==> config.mk <==
export PLATFORM = sky130hd
export DESIGN_NAME = if_fetch_unit
export DESIGN_NICKNAME = d
export VERILOG_FILES = /design/src/rtl/if_fetch_unit.sv
export SDC_FILE = /design/constraint.sdc
export NUM_CORES = 1
export LEC_CHECK = 0
export CAP_MARGIN = 20
export CELL_PAD_IN_SITES_DETAIL_PLACEMENT = 0
export CELL_PAD_IN_SITES_GLOBAL_PLACEMENT = 1
export CORE_MARGIN = 1.5
export CORE_UTILIZATION = 25
export CTS_BUF_LIST = sky130_fd_sc_hd__clkbuf_16
export DETAILED_ROUTE_END_ITERATION = 16
export GPL_ROUTABILITY_DRIVEN = 1
export GPL_TIMING_DRIVEN = 0
export PLACE_DENSITY = 0.9
export SYNTH_ARGS = -nofsm -noshare
export SYNTH_HDL_FRONTEND = slang
export SYNTH_SLANG_ARGS = --single-unit
==> constraint.sdc <==
create_clock -name clk -period 2.7 [get_ports clk]
set_clock_uncertainty 0.1 [all_clocks]
set_input_delay 0.54 -clock clk [delete_from_list [all_inputs] [get_ports clk]]
set_output_delay 0.54 -clock clk [all_outputs]
set_load 0.05 [all_outputs]
==> src/rtl/if_fetch_unit.sv <==
// Instruction-fetch stage: owns the fetch PC, issues one imem request at a
// time and presents the returned word (or a NOP on misaligned PC) to decode.
//
// Handshake rules: a request is transferred in the cycle where imem_req and
// imem_gnt are both high; imem_req stays high with a stable imem_addr until
// then, unless a redirect replaces the address. Exactly one response
// (imem_rvalid) follows each grant, never in the grant cycle. Decode takes
// the presented instruction in a cycle with if_valid=1 and stall=0.
module if_fetch_unit #(
  parameter logic [63:0] RESET_PC = 64'h0,
  parameter logic [31:0] NOP_INST = 32'h00000013
) (
  input  logic        clk,
  input  logic        rst,
  input  logic [63:0] npc,
  input  logic        redirect,
  input  logic        stall,
  output logic        imem_req,
  output logic [63:0] imem_addr,
  input  logic        imem_gnt,
  input  logic        imem_rvalid,
  input  logic [31:0] imem_rdata,
  output logic        if_valid,
  output logic [63:0] if_pc,
  output logic [31:0] if_inst,
  output logic        if_fault,
  output logic [1:0]  dbg_state
);

  typedef enum logic [1:0] {
    ST_FETCH = 2'd0,
    ST_WAIT  = 2'd1,
    ST_HOLD  = 2'd2
  } state_t;

  state_t      r_state;
  state_t      w_state_nxt;
  logic [63:0] r_pc;
  logic [63:0] w_pc_nxt;
  logic        r_kill;
  logic        w_kill_nxt;
  logic        r_valid;
  logic        w_valid_nxt;
  logic        r_fault;
  logic        w_fault_nxt;
  logic [31:0] r_inst;
  logic [31:0] w_inst_nxt;
  logic        w_aligned;
  logic        w_req;

  assign w_aligned = (r_pc[1:0] == 2'b00);
  // A request is only offered from FETCH with an aligned PC and never in reset.
  assign w_req     = (r_state == ST_FETCH) && w_aligned && !rst;

  assign imem_req  = w_req;
  assign imem_addr = r_pc;
  assign if_pc     = r_pc;
  assign if_valid  = r_valid;
  assign if_inst   = r_inst;
  assign if_fault  = r_fault;
  assign dbg_state = r_state;

  // Next-state and next-output logic; redirect outranks stall and progress.
  always_comb begin
    w_state_nxt = r_state;
    w_pc_nxt    = r_pc;
    w_kill_nxt  = r_kill;
    w_valid_nxt = r_valid;
    w_fault_nxt = r_fault;
    w_inst_nxt  = r_inst;
    case (r_state)
      ST_FETCH: begin
        if (redirect) begin
          w_pc_nxt = npc;
          // A grant in the redirect cycle leaves a response that must be dropped.
          if (w_req && imem_gnt) begin
            w_state_nxt = ST_WAIT;
            w_kill_nxt  = 1'b1;
          end
        end else if (!w_aligned) begin
          w_state_nxt = ST_HOLD;
          w_valid_nxt = 1'b1;
          w_fault_nxt = 1'b1;
          w_inst_nxt  = NOP_INST;
        end else if (imem_gnt) begin
          w_state_nxt = ST_WAIT;
          w_kill_nxt  = 1'b0;
        end
      end
      ST_WAIT: begin
        if (imem_rvalid) begin
          if (!r_kill && !redirect) begin
            w_inst_nxt  = imem_rdata;
            w_valid_nxt = 1'b1;
            w_fault_nxt = 1'b0;
            w_state_nxt = ST_HOLD;
          end else begin
            w_state_nxt = ST_FETCH;
          end
          w_kill_nxt = 1'b0;
          if (redirect) w_pc_nxt = npc;
        end else if (redirect) begin
          w_pc_nxt   = npc;
          w_kill_nxt = 1'b1;
        end
      end
      ST_HOLD: begin
        // Redirect or consumption both release the slot and load npc.
        if (redirect || !stall) begin
          w_valid_nxt = 1'b0;
          w_fault_nxt = 1'b0;
          w_pc_nxt    = npc;
          w_state_nxt = ST_FETCH;
        end
      end
      default: begin
        w_state_nxt = ST_FETCH;
      end
    endcase
  end

  // State and output registers with synchronous reset.
  always_ff @(posedge clk) begin
    if (rst) begin
      r_state <= ST_FETCH;
      r_pc    <= RESET_PC;
      r_kill  <= 1'b0;
      r_valid <= 1'b0;
      r_fault <= 1'b0;
      r_inst  <= NOP_INST;
    end else begin
      r_state <= w_state_nxt;
      r_pc    <= w_pc_nxt;
      r_kill  <= w_kill_nxt;
      r_valid <= w_valid_nxt;
      r_fault <= w_fault_nxt;
      r_inst  <= w_inst_nxt;
    end
  end

endmodule
## Yosys cells after proc, flatten, opt, wreduce, memory -nomap -nowiden

Index checks and enable logic that the tools add are counted.

| cells by class | value |
|---|---|
| eq/ne operators | 13 |
| muxes and demuxes | 32 |
| reduce and logical (&&, ||, !) cells | 20 |

Operator list:

| operator | number |
|---|---|
| $mux 32 | 4 |
| $mux 64 | 2 |
| $pmux 64 s2 | 1 |
| $pmux 32 s2 | 1 |
| $mux 2 | 7 |
| $mux 1 | 13 |
| $ne 2x2->1 const B | 5 |
| $reduce_and 5->1 | 2 |
| $ne 3x3->1 const B | 3 |
| $pmux 1 s3 | 2 |
| $pmux 2 s3 | 1 |
| $reduce_and 6->1 | 1 |
| $logic_and 1x1->1 | 4 |
| $logic_not 1->1 | 4 |
| $logic_not 2->1 | 2 |
| $ne 4x4->1 const B | 1 |
| $reduce_and 4->1 | 1 |
| $reduce_bool 2->1 | 2 |
| $ne 3x2->1 const B | 1 |
| $reduce_and 3->1 | 1 |
| $reduce_bool 3->1 | 1 |
| $eq 2x1->1 const B | 1 |
| $eq 2x2->1 const B | 1 |
| $ne 2x1->1 const B | 1 |
| 3 further kinds | 3 |

| storage, ports and cells | value |
|---|---|
| flip-flop bits (word level) | 101 |
| input bits | 102 |
| output and inout port bits | 165 |
| word-level logic and storage cells | 71 |

## Logic depth before layout (Yosys ltp)

| logic depth | value |
|---|---|
| word-level depth | 7 |
| gate-level depth with buffers | 8 |
| depth with buffers taken out | 6 |

## Worst setup path after synthesis

OpenSTA, ideal clock, no wires.

| timing | value |
|---|---|
| path type | reg2out |
| start point | register r_state[1], in the netlist dbg_state[1] |
| end point | output port imem_req |
| data arrival time | 2,692 ps |
| required time | 2,060 ps |
| slack | -632 ps |
| cell stages (with the launch flop) | 5 |
| buffers on the path | 1 |
| path through | dfxtp_1 inv_1 ha_1 clkbuf_1 nor4b_1 |

| between the ends | value |
|---|---|
| word-level cells in the longest chain between the ends | 3 |

Ends and longest elaborated chain:

| what | line | text |
|---|---|---|
| from (decl) | 36 | `state_t r_state;` |
| from (signal assigned) | 132 | `r_state <= w_state_nxt;` |
| $logic_not 2->1 | 53 | `assign w_req = (r_state == ST_FETCH) && w_aligned && !rst;` |
| $logic_and 1x1->1 (2 in a row) | 53 |  |
| to (decl) | 18 | `output logic imem_req,` |

No other way between the ends.

## Worst setup path after layout

| timing | value |
|---|---|
| start point | register r_state[0], in the netlist dbg_state[0] |
| end point | output port imem_req |

The elaborated chain is that of the path after synthesis.

==> results.md <==
* DIE HEIGHT at 133.6 µm
* WHS Path Cells at 2
* Worst EP required at 2.06 ns
* Cell Chain, Critical Path: inv_1 -> ha_1 -> nor4b_2 -> clkdlybuf4s15_2
* Clock buffer depth at 2
* First-iteration detailed-routing DRC count at 107
* Initial antenna violation count at 0
* Flops & latches, synth at 101
* Slowest stage cell, crit path: clkdlybuf4s15_2
* Post-Synth Simple-Gate Area at 0.1789
* Outcome: complete, no violations
* Worst Hold End: if_valid
* Worst Path Class, Setup: reg2out
* R2R Path Start: dbg_state[0]
* Root buf cell: clkbuf_16
* Vias in the first global route at 4219
* Final #Nets at 918
* IO Port Bufs at 264
* Slew headroom at 0.5492
* Largest family of logic cells by synthesized area: simple AND/OR/NAND/NOR gates
* Yosys warns at 0
* Initial Util at 0.2563
* WL/cell at 14.20 µm
* FF-to-FF End: if_pc[0]
* # H-tree levels at 3
* Worst R2R Path Depth at 8
* Setup WS post-layout at 0.2031 ns
* Slew Viols, Final at 0
* DP HPWL at 11450 µm
* Global Route Usage Sum at 0.1617
* Dpl ws at -0.2597 ns
* GRT overflow at 0
* Synth Area in Compound Gates at 0.1748
* Cell area power density at 599.5 mW/mm²
* Worst path max stage delay at 0.41 ns
* Die area at 0.01785 mm²
* FFs w/ async S/R, synth at 0
* Vias per cell at 4.359
* Synth Instances at 538
* Clk_lat worst skew at 0.35 ns
* ANT nets after route at 0
* DRC viols at 0
* RSZ-0062 raised after global routing: false
* Xor/xnor cell area share of the yosys netlist at 0
* Leak Pwr at 2.842 nW
* Final hold vios at 0
* TritonCTS Sinks at 101
* Register share of total power at 0.371
* Startpoint Class: flop
* Crit share post-route at 0.9248
* Rows at 47
* First-pass GRT wire length at 22760 µm
* Final Util at 0.4491
* Final setup fails at 0
* Mean post-synth cell area at 7.928 µm²
* Switching power at 1.669 mW
* Mapped Area at 0.004265 mm²
* Post-Synth Adder-Cell Area at 0.01173
* Tot Pwr at 4.480 mW
* WP data arrival at 1.86 ns
* Inserted Diodes at 0
* Post-synthesis sequential area ratio at 0.4740
* Post-synth EDFFs at 0
* Sw Ratio at 0.3726
* Final GP Congestion at 0.7675
* Largest net degree at the start of global routing at 19
* Top FF cell, synth: dfxtp_1
* Share of layout cells above drive strength 1 at 0.1126
* Worst hold path type: reg2reg
* Maximum capacitance violations at 0
* Maximum operating frequency at 400.5 MHz
* Combinational Power Share at 0.349
* Final worst path period need at 2.497 ns
* Fill count at 1700
* Die Width at 133.6 µm
* Drt pass-1 iters at 4
* Layout area overhead at 75.21%
* Vias after detailed routing at 4520
* Worst VDD drop at 0.4007 mV
* Post-synthesis mux area share at 0.005280
* Drt total wl at 14730 µm
* CTS Buf Count at 9
* Hold Path Origin: if_valid
* I/O pin count at 267
* Crit-path max FO at 9
* Cell internal pwr at 2.811 mW
* Mapped Nets at 644
* R2R setup slack at 0.30 ns
* Clock power frac at 0.280
* TritonCTS clock tree: done
* Setup crit end kind: output pin
* Post-synthesis cell type count at 35
* Worst-Margin Slew at 0.6762 ns
* Core area at 0.01664 mm²
* Clk slew on worst S/H paths at 0.07 ns
## layout by cell type, fill, tap and decap left out, types with 2 or more instances in the layout
cell / instances
o21ai_0: 32
inv_6: 3
ha_1: 4
buf_1: 6
clkbuf_16: 9
inv_1: 5
buf_2: 4
or4_1: 2
nand3_1: 29
a21oi_1: 98
mux2_2: 2
dfxtp_1: 101
clkbuf_1: 28
nor2b_1: 2
nor2_1: 6
nand2_1: 131
buf_4: 64
clkdlybuf4s50_1: 263
nor4_1: 3
## how the worst max path moves through the flow
stage	from	to	depth (start not counted)
2_1_floorplan	dbg_state[1]	imem_req	4
3_3_place_gp	stall	if_pc[63]	6
3_5_place_dp	stall	if_pc[0]	6
4_1_cts	dbg_state[1]	imem_req	5
5_1_grt	dbg_state[1]	imem_req	4
6_report	dbg_state[0]	imem_req	4
## flip-flops by register name, indices dropped and copies added (netlist names)
name and flops:
if_pc 64, if_valid 1, r_kill 1, if_inst 32
dbg_state 2, if_fault 1
## area by class of cell
| class | count | area [µm²] | share of cell area |
|---|---|---|---|
| inverters | 5 | 18.77 | 0.002511 |
| well taps | 220 | 275.3 | 0.03683 |
| flip-flops and latches | 101 | 2022 | 0.2706 |
| plain buffers | 103 | 639.4 | 0.08555 |
| repair buffers | 264 | 2644 | 0.3538 |
| clock inverters | 7 | 57.56 | 0.007701 |
| clock buffers | 9 | 225.2 | 0.03014 |
| multi-input cells | 328 | 1592 | 0.2130 |
## per-layer routing
| layer | track usage | vias to the layer above | part of all wire |
|---|---|---|---|
| met5 | 0 | - | 0 |
| met4 | 0.05133 | 0 | 0.017 |
| met3 | 0.05632 | 17 | 0.093 |
| met2 | 0.2784 | 185 | 0.48 |
| met1 | 0.1880 | 2042 | 0.41 |
| li1 | - | 2276 | - |
## metrics by stage
stage	cells	setup TNS, ns	hold slack (ns)	instance area (µm²)
after global routing	1037	0	0.3808	7473
after floorplan	538	0	0.3745	4272
final	1037	0	0.3506	7473
after global placement	1022	-7.190	0.3380	7189
after CTS	1038	0	0.3580	7473
after detailed placement	1022	-6.580	0.3474	7189
## Yosys cell counts (all sizes together), types with 2 or more instances
library cell | count | area share
nand2 | 131 | 0.12
dfxtp | 101 | 0.47
a21oi | 98 | 0.11
buf | 75 | 0.13
o21ai | 34 | 0.040
clkbuf | 29 | 0.026
nand3 | 29 | 0.034
nor2 | 6 | 0.0053
inv | 5 | 0.0044
ha | 4 | 0.012
nor4 | 3 | 0.0044
mux2 | 2 | 0.0053
nor2b | 2 | 0.0029
or3b | 2 | 0.0041
or4 | 2 | 0.0035
## cell families (layout without fill, tap and decap cells)
logic type / count (synthesis) / count (layout)
buffers and inverters: 109 / 388
multiplexers: 2 / 2
adder cells (fa/ha/maj): 4 / 4
AND/OR/NAND/NOR: 180 / 180
AO/OA/AOI/OAI: 142 / 142
flip-flops: 101 / 101
## critical path, delay by kind of cell, from the launching register on
family / cells / cell delay (ns)
and+or+nand+nor: 1 / 0.26
buffers and inverters: 2 / 0.53
DFF: 1 / 0.36
adders and majority gates: 1 / 0.36
## what timing repair did
item / in CTS / in global routing
buffers inserted: 0 / 0
hold buffers: 0 / 0
gates resized for setup: 4 / 1
endpoints found under the setup margin: 1 / 12
gates cloned: 0 / 0
## power groups by stage
stage          Clock (mW)  Combinational (mW)  Sequential, mW
2_1_floorplan           0               0.667            2.01
3_3_place_gp            0                1.57            1.70
3_5_place_dp            0                1.57            1.70
4_1_cts              1.29                1.57            1.67
5_1_grt              1.35                1.66            1.68
6_report             1.25                1.56            1.66
(Power assumes the default switching activity.)
